--- config.mk ---
export PLATFORM = sky130hd
export DESIGN_NAME = kb_ascii_fifo
export DESIGN_NICKNAME = d
export VERILOG_FILES = /design/src/rtl/kb_ascii_fifo.sv
export SDC_FILE = /design/constraint.sdc
export NUM_CORES = 1
export LEC_CHECK = 0
export CAP_MARGIN = 10
export CORE_AREA = 2 2 104 106
export CTS_CLUSTER_DIAMETER = 60
export CTS_CLUSTER_SIZE = 25
export DETAILED_ROUTE_END_ITERATION = 8
export DIE_AREA = 0 0 106 108
export DONT_BUFFER_PORTS = 1
export GPL_TIMING_DRIVEN = 0
export PLACE_DENSITY = 0.58
export SYNTH_ARGS = -nofsm -noshare
export SYNTH_HDL_FRONTEND = slang
export SYNTH_SLANG_ARGS = --single-unit
--- constraint.sdc ---
create_clock -name clk -period 3.1 [get_ports clk]
set_input_delay 0.465 -clock clk [delete_from_list [all_inputs] [get_ports clk]]
set_output_delay 0.465 -clock clk [all_outputs]
set_load 0.01 [all_outputs]
--- src/rtl/kb_ascii_fifo.sv ---
// PS/2 scan-code set 2 decoder with shift/caps tracking, ASCII translation
// and a small valid/ready character FIFO.
module kb_ascii_fifo #(
    parameter int DEPTH = 8,
    parameter int AW    = 3
) (
    input  logic          clk,
    input  logic          i_arst_n,
    input  logic          i_byte_en,
    input  logic [7:0]    i_byte,
    input  logic          i_ready,
    output logic          o_valid,
    output logic [6:0]    o_char,
    output logic          o_shift,
    output logic          o_capslock,
    output logic          o_overflow,
    output logic [AW:0]   o_count
);

    typedef enum logic [1:0] {ST_IDLE, ST_EXT, ST_BRK, ST_EXT_BRK} state_t;

    localparam logic [AW:0] FULL_COUNT = (AW+1)'(DEPTH);

    state_t      state_reg, state_next;
    logic        lshift_reg, lshift_next;
    logic        rshift_reg, rshift_next;
    logic        caps_reg, caps_next;
    logic        caps_held_reg, caps_held_next;
    logic        push_reg, push_next;
    logic [6:0]  push_char_reg, push_char_next;
    logic        overflow_reg;
    logic [AW:0] wr_ptr_reg, rd_ptr_reg;
    logic [6:0]  mem [DEPTH];

    logic [AW:0] count;
    logic        full, pop, wr_en;

    // Returns 0 for codes without a character; no table entry maps to 0.
    function automatic logic [6:0] translate(input logic [7:0] code,
                                             input logic shift,
                                             input logic caps);
        logic [6:0] ch;
        ch = 7'h00;
        case (code)
            8'h1C: ch = 7'h41;  8'h32: ch = 7'h42;  8'h21: ch = 7'h43;
            8'h23: ch = 7'h44;  8'h24: ch = 7'h45;  8'h2B: ch = 7'h46;
            8'h34: ch = 7'h47;  8'h33: ch = 7'h48;  8'h43: ch = 7'h49;
            8'h3B: ch = 7'h4A;  8'h42: ch = 7'h4B;  8'h4B: ch = 7'h4C;
            8'h3A: ch = 7'h4D;  8'h31: ch = 7'h4E;  8'h44: ch = 7'h4F;
            8'h4D: ch = 7'h50;  8'h15: ch = 7'h51;  8'h2D: ch = 7'h52;
            8'h1B: ch = 7'h53;  8'h2C: ch = 7'h54;  8'h3C: ch = 7'h55;
            8'h2A: ch = 7'h56;  8'h1D: ch = 7'h57;  8'h22: ch = 7'h58;
            8'h35: ch = 7'h59;  8'h1A: ch = 7'h5A;
            8'h16: ch = shift ? 7'h21 : 7'h31;
            8'h1E: ch = shift ? 7'h40 : 7'h32;
            8'h26: ch = shift ? 7'h23 : 7'h33;
            8'h25: ch = shift ? 7'h24 : 7'h34;
            8'h2E: ch = shift ? 7'h25 : 7'h35;
            8'h36: ch = shift ? 7'h5E : 7'h36;
            8'h3D: ch = shift ? 7'h26 : 7'h37;
            8'h3E: ch = shift ? 7'h2A : 7'h38;
            8'h46: ch = shift ? 7'h28 : 7'h39;
            8'h45: ch = shift ? 7'h29 : 7'h30;
            8'h29: ch = 7'h20;  8'h5A: ch = 7'h0D;  8'h66: ch = 7'h08;
            8'h0D: ch = 7'h09;  8'h76: ch = 7'h1B;
            default: ch = 7'h00;
        endcase
        // Only letters land in 'A'..'Z'; shifted digit symbols stay outside it.
        if (ch >= 7'h41 && ch <= 7'h5A && !(shift ^ caps))
            ch = ch + 7'h20;
        return ch;
    endfunction

    always_comb begin
        state_next     = state_reg;
        lshift_next    = lshift_reg;
        rshift_next    = rshift_reg;
        caps_next      = caps_reg;
        caps_held_next = caps_held_reg;
        push_next      = 1'b0;
        push_char_next = 7'h00;
        if (i_byte_en) begin
            case (state_reg)
                ST_IDLE: begin
                    case (i_byte)
                        8'hE0: state_next = ST_EXT;
                        8'hF0: state_next = ST_BRK;
                        8'hAA, 8'hFA, 8'hEE, 8'hFE, 8'h00, 8'hFF: ;
                        8'h12: lshift_next = 1'b1;
                        8'h59: rshift_next = 1'b1;
                        8'h58: begin
                            // Typematic repeats arrive while held and must not re-toggle.
                            if (!caps_held_reg)
                                caps_next = ~caps_reg;
                            caps_held_next = 1'b1;
                        end
                        default: begin
                            push_char_next = translate(i_byte, lshift_reg | rshift_reg, caps_reg);
                            push_next      = (push_char_next != 7'h00);
                        end
                    endcase
                end
                ST_EXT: begin
                    if (i_byte == 8'hF0) begin
                        state_next = ST_EXT_BRK;
                    end else begin
                        state_next = ST_IDLE;
                        if (i_byte == 8'h5A) begin
                            push_next      = 1'b1;
                            push_char_next = 7'h0D;
                        end
                    end
                end
                ST_BRK: begin
                    state_next = ST_IDLE;
                    if (i_byte == 8'h12) lshift_next = 1'b0;
                    if (i_byte == 8'h59) rshift_next = 1'b0;
                    if (i_byte == 8'h58) caps_held_next = 1'b0;
                end
                default: state_next = ST_IDLE;
            endcase
        end
    end

    assign count = wr_ptr_reg - rd_ptr_reg;
    assign full  = (count == FULL_COUNT);
    assign pop   = o_valid & i_ready;
    assign wr_en = push_reg & (!full | pop);

    always_ff @(posedge clk or negedge i_arst_n) begin
        if (!i_arst_n) begin
            state_reg     <= ST_IDLE;
            lshift_reg    <= 1'b0;
            rshift_reg    <= 1'b0;
            caps_reg      <= 1'b0;
            caps_held_reg <= 1'b0;
            push_reg      <= 1'b0;
            push_char_reg <= 7'h00;
            overflow_reg  <= 1'b0;
            wr_ptr_reg    <= '0;
            rd_ptr_reg    <= '0;
        end else begin
            state_reg     <= state_next;
            lshift_reg    <= lshift_next;
            rshift_reg    <= rshift_next;
            caps_reg      <= caps_next;
            caps_held_reg <= caps_held_next;
            push_reg      <= push_next;
            push_char_reg <= push_char_next;
            if (push_reg && full && !pop)
                overflow_reg <= 1'b1;
            if (wr_en)
                wr_ptr_reg <= wr_ptr_reg + 1'b1;
            if (pop)
                rd_ptr_reg <= rd_ptr_reg + 1'b1;
        end
    end

    always_ff @(posedge clk) begin
        if (wr_en)
            mem[wr_ptr_reg[AW-1:0]] <= push_char_reg;
    end

    assign o_valid    = (count != '0);
    assign o_char     = o_valid ? mem[rd_ptr_reg[AW-1:0]] : 7'h00;
    assign o_shift    = lshift_reg | rshift_reg;
    assign o_capslock = caps_reg;
    assign o_overflow = overflow_reg;
    assign o_count    = count;

endmodule

==> parameters.txt <==
Parameter                              Value

Placement
  Cell area after placement    4730 sq um
  Final estimated routing congestion in global placement    0.909
  Placed Instances    540
  Worst slack after detailed placement    -1070 ps
  Half-perimeter wire length of the detailed placement result    8160 um
  Port buffer count    0

Final layout
  Post-synthesis to final-layout area growth    17.0%
  Commonest non-fill, non-tap cell in the layout    sky130_fd_sc_hd__edfxtp_1
  Register Area    2260 sq um
  Fill cell count    905
  Top library cells by usage in the layout, fill and taps aside    sky130_fd_sc_hd__edfxtp_1 (56), sky130_fd_sc_hd__nand2_1 (42), sky130_fd_sc_hd__dfrtp_1 (21)
  Cell Count, Final, Fillers Out    566
  Number of flip-flops in the largest register    56
  NumNets Final    445
  Area of the multi-input gates    2320 sq um
  Design area    5300 sq um
  Count of antenna diodes in the layout    0
  Layout cell share with drive strength beyond 1    0.260

Setup path
  Start-to-end type of the worst setup path    in2reg
  Capturing element type of the critical path    register
  CP max stage cell    sky130_fd_sc_hd__or4_4
  Top cell family by delay on the critical path    simple AND/OR/NAND/NOR gates
  Worst Path Max Fanout    10
  Crit path launch type    input port
  Critical-path cell list    buf_2, buf_4, and4bb_2, o21ai_2, o22ai_1, nand3b_1, or4_4, o21bai_4, ha_4, nor4_1, nand4_1, and4_4, nor3_2
  Worst endpoint data arrival time    3300 ps
  Req. time, crit path    3380 ps
  Worst path buffer plus inverter count    2
  Delay of the slowest cell on the worst path    540 ps

Global routing
  Vias in the first global route    3,399
  Antenna violations before repair    0
  Overflow after GRT    0
  Global-route met3 utilization    0.0512
  Met1 Resource Use GR    0.308
  Global-route wire length before repair    18,800 um
  Largest net degree at the start of global routing    24
  Aggregate global-route resource usage    0.218
  Met2 track utilization from global routing    0.340
  Highest-utilization routing layer at the global route stage    met2

STA
  Worst-Margin Slew    1150 ps
  Share of the clock period used by the worst path    0.974
  Clock period minus worst slack    3020 ps
  Post-route clock skew    9.02 ps
  Setup ws final    79.4 ps
  Final hold violation count    0
  Slew HR    0.222
  Highest achievable clock rate    0.331 GHz
  Fin Setup TNS    0 ps
  Number of failing setup endpoints in the final timing report    0
  Final Max Tran Viols    0

CTS
  Clock root buffer    sky130_fd_sc_hd__clkbuf_8
  Number of clock buffers inserted by TritonCTS    9
  Buffer levels on the longest clock path    2
  Clock insertion delay at the later pin of the skew report    370 ps
  Number of sinks handled by clock tree synthesis    79
  Post-CTS clock slew at the launch and capture registers of the worst setup and hold paths    70 ps
  H-tree lvl count    3
  Clock tree from TritonCTS    yes

Routing
  1st-pass router iterations    5
  Vias/cell    6.12
  Count of nets left with antenna violations after detail routing    0
  Drt drc    0
  Initial DRC count    268
  Drt total wl    11,800 um
  Routed wire per std cell    20.9 um
  Routed via count    3,462

Logic synthesis
  Sequential share of the synthesized area    0.498
  Synthesized cell area    4530 sq um
  Mean Syn Cell Area    11.2 sq um
  Synth async-reset ratio    0.291
  Post-synth EDFFs    56
  Register bit total from synthesis    79
  Number of unique standard cell types used by synthesis    71
  Primary flip-flop cell chosen by synthesis mapping    sky130_fd_sc_hd__edfxtp_1
  Count of mapped cells out of synthesis    404
  Syn_nets    424
  Number of warning messages in the yosys log    0

Floorplan
  Die width    106 um
  Row count    37
  DIE AREA    11,400 sq um
  Starting density of the core    0.443
  CORE AREA    10,200 sq um
  Number of top-level pins    27
  Y dimension of the die    108 um

Power
  Leakage    0.00185 uW
  Power Dens Cells    675 nW/um^2
  Maximum VDD drop    0.544 mV
  Overall power of the completed layout    3580 uW

Flow run
  Count of maximum capacitance violations    0

Hold path
  Worst Hold Class    in2reg

Run status
  Result of the run    completed
==> stage by stage <==
step / hold slack [ps] / utilization
6_report: 278 / 0.518
5_1_grt: 281 / 0.518
3_5_place_dp: 170 / 0.462
4_1_cts: 258 / 0.504
3_3_place_gp: 170 / 0.462
2_1_floorplan: 169 / -
==> synth_stat cells (3+ instances only) <==
cell type                  number  area (sq um)
sky130_fd_sc_hd__or4b_1         4          40.0
sky130_fd_sc_hd__nand3_1       10          50.1
sky130_fd_sc_hd__dfrtp_1       23           576
sky130_fd_sc_hd__and3_1         6          37.5
sky130_fd_sc_hd__nand2b_1      13          81.3
sky130_fd_sc_hd__nand4_1        7          43.8
sky130_fd_sc_hd__nor2b_1        4          25.0
sky130_fd_sc_hd__o22ai_1        5          31.3
sky130_fd_sc_hd__a221oi_1       3          26.3
sky130_fd_sc_hd__xnor2_1       10          87.6
sky130_fd_sc_hd__nor4bb_1       4          40.0
sky130_fd_sc_hd__nor3_1         9          45.0
sky130_fd_sc_hd__nor3b_1        3          22.5
sky130_fd_sc_hd__edfxtp_1      56          1680
sky130_fd_sc_hd__o32ai_1        3          26.3
sky130_fd_sc_hd__a21oi_1       19          95.1
sky130_fd_sc_hd__a31oi_1        6          37.5
sky130_fd_sc_hd__or3b_1         3          26.3
sky130_fd_sc_hd__mux4_2        14           315
sky130_fd_sc_hd__clkbuf_1       6          22.5
sky130_fd_sc_hd__nor4_1         3          18.8
sky130_fd_sc_hd__o21ai_0       14          70.1
sky130_fd_sc_hd__inv_1         14          52.6
sky130_fd_sc_hd__xor2_1         6          52.6
sky130_fd_sc_hd__nand2_1       44           165
sky130_fd_sc_hd__o31ai_1        3          22.5
sky130_fd_sc_hd__buf_2         17          85.1
sky130_fd_sc_hd__nand3b_1       5          37.5
sky130_fd_sc_hd__nand4b_1       4          35.0
sky130_fd_sc_hd__ha_1           7          87.6
sky130_fd_sc_hd__nor2_1        27           101
==> area by class of cell <==
type                       count  area share
buffer                        26      0.0345
clock buffer                  10      0.0241
clock inverter                 6      0.0116
inverter                      15      0.0109
multi-input combinational    284       0.437
sequential                    79       0.426
tap                          136      0.0321
timing repair buffer          10      0.0231
==> worst register-to-register path, delay by kind of cell, from the launching register on <==
kind / cells / cell delay, ps
compound gates: 1 / 250
buf+inv: 2 / 270
xor+xnor: 1 / 330
flops: 1 / 390
fa+ha+maj: 2 / 610
simple gates: 4 / 820
==> path summary, 6_finish.rpt <==
kind                       slack, ps          endpoint  cells past startpoint          start
max                               80  push_char_reg[5]                     13      i_byte[1]
min                              280      state_reg[1]                      2      i_byte_en
max reg2reg                      150         mem[0][1]                     10  wr_ptr_reg[0]
min reg2reg                      490     rd_ptr_reg[3]                      1  rd_ptr_reg[3]
max in group asynchronous       2250     rd_ptr_reg[2]                      2       i_arst_n
min in group asynchronous        410     caps_held_reg                      1       i_arst_n
==> logic make-up after synthesis <==
logic type,synth area share
DFF,0.498
xor gates and xnor gates,0.0309
AOI/OAI and AO/OA,0.109
muxes,0.0718
buffers and inverters,0.0428
adders and majority gates,0.0238
and+or+nand+nor,0.223
==> what timing repair did <==
| item | 4_1_cts | 5_1_grt |
|---|---|---|
| pin swaps | 6 | 5 |
| hold buffers | 1 | 0 |
| endpoints found under the setup margin | 75 | 67 |
| resized for setup | 42 | 23 |
| setup buffers | 4 | 4 |
| gates cloned | 1 | 0 |
| hold endpoints to repair | 23 | 0 |
==> where the power goes <==
group          switching [uW]  leakage (uW)  internal (uW)
sequential                117      0.000828           1220
combinational             893      0.000941            612
clock                     371     0.0000859            367
==> metal layers <==
layer	up-vias	wire (um)
met5	-	0
met4	0	194
met3	19	628
met2	115	5550
met1	1751	5470
li1	1577	-
(Power assumes the default switching activity.)
